**src/rtl/uart_rx_fifo.sv**
```systemverilog
// Receive-side byte FIFO behind uart_receiver.
// Each rising edge of the receiver's data-ready level offers one byte.
// Good bytes are queued and read out through a first-word-fall-through CPU port.
// Frame errors and overflows are held in sticky flags until the CPU clears them.
module uart_rx_fifo #(
    parameter int DEPTH      = 8,
    parameter int DATA_WIDTH = 8
) (
    input  logic                         clk,
    input  logic                         reset,
    input  logic                         rx_data_ready_level,
    input  logic [DATA_WIDTH-1:0]        rx_data_in,
    input  logic                         rx_frame_error_in,
    input  logic                         cpu_rd_strobe,
    input  logic                         cpu_clear_errors,
    output logic [DATA_WIDTH-1:0]        cpu_data_out,
    output logic [3:0]                   cpu_status,
    output logic [$clog2(DEPTH+1)-1:0]   fifo_count,
    output logic                         rx_irq
);

    localparam int PW = $clog2(DEPTH);
    localparam int CW = $clog2(DEPTH+1);

    logic [DATA_WIDTH-1:0] mem [DEPTH];
    logic [PW-1:0]         wr_ptr;
    logic [PW-1:0]         rd_ptr;
    logic [CW-1:0]         count;
    logic                  prev_ready;
    logic                  overflow_flag;
    logic                  frame_error_flag;

    logic push_evt;
    logic full;
    logic empty;
    logic pop_acc;
    logic push_acc;
    logic ovf_evt;
    logic ferr_evt;

    // Event decode; status is derived from registered count only.
    always_comb begin
        push_evt = rx_data_ready_level & ~prev_ready;
        full     = (count == CW'(DEPTH));
        empty    = (count == '0);
        pop_acc  = cpu_rd_strobe & ~empty;
        ferr_evt = push_evt & rx_frame_error_in;
        // A full FIFO still takes the byte when a pop frees a slot this cycle.
        push_acc = push_evt & ~rx_frame_error_in & (~full | pop_acc);
        ovf_evt  = push_evt & ~rx_frame_error_in & full & ~pop_acc;
    end

    // Pointers, count, edge detector and sticky flags.
    always_ff @(posedge clk) begin
        if (reset) begin
            wr_ptr           <= '0;
            rd_ptr           <= '0;
            count            <= '0;
            // Starts high so a level already high out of reset is not a new byte.
            prev_ready       <= 1'b1;
            overflow_flag    <= 1'b0;
            frame_error_flag <= 1'b0;
        end else begin
            prev_ready <= rx_data_ready_level;
            if (push_acc) wr_ptr <= wr_ptr + PW'(1);
            if (pop_acc)  rd_ptr <= rd_ptr + PW'(1);
            case ({push_acc, pop_acc})
                2'b10:   count <= count + CW'(1);
                2'b01:   count <= count - CW'(1);
                default: count <= count;
            endcase
            // Set wins over a clear in the same cycle.
            if (ovf_evt)               overflow_flag <= 1'b1;
            else if (cpu_clear_errors) overflow_flag <= 1'b0;
            if (ferr_evt)              frame_error_flag <= 1'b1;
            else if (cpu_clear_errors) frame_error_flag <= 1'b0;
        end
    end

    // Byte storage; contents need no reset because count gates visibility.
    always_ff @(posedge clk) begin
        if (push_acc) mem[wr_ptr] <= rx_data_in;
    end

    // FWFT read port and status outputs.
    always_comb begin
        cpu_data_out = empty ? '0 : mem[rd_ptr];
        cpu_status   = {frame_error_flag, overflow_flag, full, ~empty};
        fifo_count   = count;
        rx_irq       = ~empty;
    end

endmodule

```
**config.mk**
```make
export PLATFORM = sky130hd
export DESIGN_NAME = uart_rx_fifo
export DESIGN_NICKNAME = d
export VERILOG_FILES = /design/src/rtl/uart_rx_fifo.sv
export SDC_FILE = /design/constraint.sdc
export NUM_CORES = 1
export LEC_CHECK = 0
export ABC_AREA = 1
export CAP_MARGIN = 20
export CELL_PAD_IN_SITES_DETAIL_PLACEMENT = 0
export CELL_PAD_IN_SITES_GLOBAL_PLACEMENT = 1
export CORE_MARGIN = 1
export CORE_UTILIZATION = 25
export CTS_BUF_LIST = sky130_fd_sc_hd__clkbuf_8 sky130_fd_sc_hd__clkbuf_16
export CTS_CLUSTER_SIZE = 20
export DETAILED_ROUTE_END_ITERATION = 8
export PLACE_DENSITY_LB_ADDON = 0.1
export SLEW_MARGIN = 25
export SYNTH_ARGS = -nofsm -noshare
export SYNTH_HDL_FRONTEND = slang
export SYNTH_SLANG_ARGS = --single-unit
```
**constraint.sdc**
```tcl
create_clock -name clk -period 2.15 [get_ports clk]
set_input_delay 0.43 -clock clk [delete_from_list [all_inputs] [get_ports clk]]
set_output_delay 0.43 -clock clk [all_outputs]
set_load 0.005 [all_outputs]
```
==> results.cfg <==
[outcome]
status = completed

[synthesis]
synth_cell_types = 27
ys_seq_area_share_pct = 67.6
ys_warn_count = 0
muxShareOfSynthArea_pct = 0
syn-mean-instance-area_um2 = 11.0
synthCells = 302
synth_top_family_by_area = simple AND/OR/NAND/NOR gates
syn_nets = 321
synth-simple-area-share_pct = 14.5
synth_xor_area_share_pct = 0.792
synth-adder-area-share_pct = 1.89
ys_seq_elements = 80
synth_compound_area_share_pct = 10.8
netlist_area_mm2 = 0.00332

[layout]
stdcell_count = 548
synthToLayoutAreaGrowth_pct = 34.9
antenna_cells = 0
final_nets = 391
fillers = 1263
drive_gt1_share_pct = 20.5
stdcell_area_mm2 = 0.00448

[flow_run]
cap_violations = 0

[timing]
max-slew-margin-rel_pct = 76.9
setup_violations = 0
fin_crit_ps = 2040
tightest_slew_ps = 346
fmax_ghz = 0.489
setup_tns_ps = 0
fin_crit_sh_pct = 95.1
setup_slack_ps = 105
hold_viol = 0
rsz0062_at_grt = yes
finClkSkew_ps = 3.28
final_max_slew_viol_count = 0

[route]
ant_nets = 0
wire_per_inst_um = 14.1
drc = 0
drt_pass1_iterations = 4
drt_wl_total_mm = 7.70
vias = 2317
detail_route.iter0.violations = 72
vias_per_cell = 4.23

[critical_path]
setup.worst_path.class = reg -> out
cp.required_ps = 1720
cp.arrival_ps = 1610
r2r_end = fifo_count[2]
r2r_cells = 13
crit_fanout = 6
reg2reg_from = fifo_count[1]
reg2reg_slack_ps = 350
setup.worst_path.start_class = flip-flop
worst_setup_path_end_kind = output pin

[global_route]
antenna_found_initial = 0
grt_max_degree = 19
grt_overflow_total = 0
grt_pass1_wl_mm = 11.8
grt.total_usage_pct = 12.5
grt_pass1_vias = 2111

[clock_tree]
cts_tree = built
root_buffer = clkbuf_16
cts_hold_buffers = 0
clock_latency_ps = 330
h-tree-depth = 3
clkTransAtPathRegs_ps = 60
clock_sinks = 80
numCtsBuffers = 9
clk_path_buf_depth = 2

[pwr]
vdd_drop_max_uv = 390
powerDensity_mw_per_mm2 = 1170
p_leak_nw = 1.71

[die]
start_util_pct = 26.0
core-area_mm2 = 0.0128
rows = 41
die_area_mm2 = 0.0137
ioPinCount = 31
die_h_um = 117
die_w_um = 117

[place]
gp_congestion = 0.678
dp.cells = 522
port_buffers = 30
dp_hpwl_mm = 5.18
detailedPlace.worstSlack_ps = -142
dpl_cell_area_mm2 = 0.00405

[min_path]
min_from = frame_error_flag
hp-class = reg -> reg
hold-path-endpoint = frame_error_flag
holdPathStages = 2
## cell families after synthesis
family,Yosys count
simple gates,117
flops,80
compound gates,64
buf+inv,33
fa+ha+maj,5
xor+xnor,3
## metal layers
| layer | up-vias | share of wire (%) | track usage (%) | wire (um) |
|---|---|---|---|---|
| met2 | 37 | 50 | 20.5 | 3840 |
| met1 | 1081 | 45 | 15.0 | 3450 |
| met4 | 0 | 2.4 | 7.59 | 182 |
| met3 | 12 | 2.9 | 2.52 | 224 |
| met5 | - | 0 | 0 | 0 |
| li1 | 1187 | - | - | - |
## synthesized netlist by cell type
cell,instances,share of area [%]
a21oi_1,9,1.4
a21oi_2,1,0.26
buf_2,7,1.1
buf_4,4,0.91
clkbuf_1,2,0.23
clkbuf_2,1,0.15
dfxtp_1,16,9.7
edfxtp_1,64,58
ha_1,5,1.9
inv_1,18,2.0
inv_2,1,0.11
nand2_1,30,3.4
nand2_2,2,0.38
nand3_1,4,0.60
nand3_2,2,0.60
nand4_1,1,0.19
nor2_1,74,8.4
nor2_2,1,0.19
nor3_2,1,0.30
nor4_1,1,0.19
o211ai_1,8,1.8
o21ai_0,37,5.6
o21ai_2,1,0.26
o22ai_1,8,1.5
or2_4,1,0.26
xnor2_1,2,0.53
xor2_1,1,0.26
## critical path: stages (launching register included)
cell	delay [ps]
dfxtp_4	350
buf_12	120
clkinvlp_4	80
buf_4	150
buf_4	120
o21ai_1	60
o22ai_1	80
nor2_1	150
nor2_2	60
clkbuf_2	110
## timing repair
action / 4_1_cts / 5_1_grt
setup endpoints to repair: 9 / 10
gates resized for setup: 20 / 18
buffers inserted: 4 / 6
pin swaps: 3 / 5
cloned: 0 / 1
## per-stage QoR
step	hold WS, ps	total power [mW]	util [%]
after global placement	452	3.65	31.7
after floorplan	438	2.70	-
after detailed placement	456	3.64	31.7
final	461	5.23	35.0
after global routing	486	5.58	35.0
after CTS	465	5.27	34.5
## worst max-delay path by stage
stage | to | slack [ps] | start | cells past startpoint
after CTS | cpu_data_out[3] | -210 | flip-flop | 7
after detailed placement | fifo_count[2] | -140 | rx_data_ready_level | 13
final | cpu_data_out[3] | 110 | flip-flop | 9
after floorplan | fifo_count[2] | 250 | fifo_count[1] | 13
after global routing | cpu_data_out[3] | -9 | flip-flop | 9
after global placement | fifo_count[2] | -120 | rx_data_ready_level | 12
## final cells by class
class	instances	area [um^2]	area share (%)
Clock buffer	9	225	5.03
Clock inverter	6	76.3	1.71
Inverter	19	77.6	1.73
Multi-Input combinational cell	189	938	21.0
Sequential cell	80	2250	50.3
Tap cell	172	215	4.81
Timing Repair Buffer	73	693	15.5
## sequential cells by signal, summed over array words and instances (netlist names), named ones only
signal	cells
mem	64
fifo_count	4
rd_ptr	3
wr_ptr	3
frame_error_flag	1
overflow_flag	1
prev_ready	1
## layout by cell type (no fill, tap or decap), drive strengths merged, types with 3 or more instances in the layout
cell           count
a21oi             10
buf               42
clkbuf            15
clkdlybuf4s50     21
clkinv             3
dfxtp             16
edfxtp            64
ha                 5
inv               19
nand2             32
nand3              6
nor2              75
o211ai             8
o21ai             38
o22ai              8
## report_power, final
group          switching (mW)  internal (mW)  leakage [nW]  total [mW]
Sequential             0.0577           1.75         0.708        1.81
Clock                   0.559          0.995         0.152        1.55
Combinational           0.929          0.939         0.855        1.87
No activity file was read; power rests on OpenSTA's default activity.
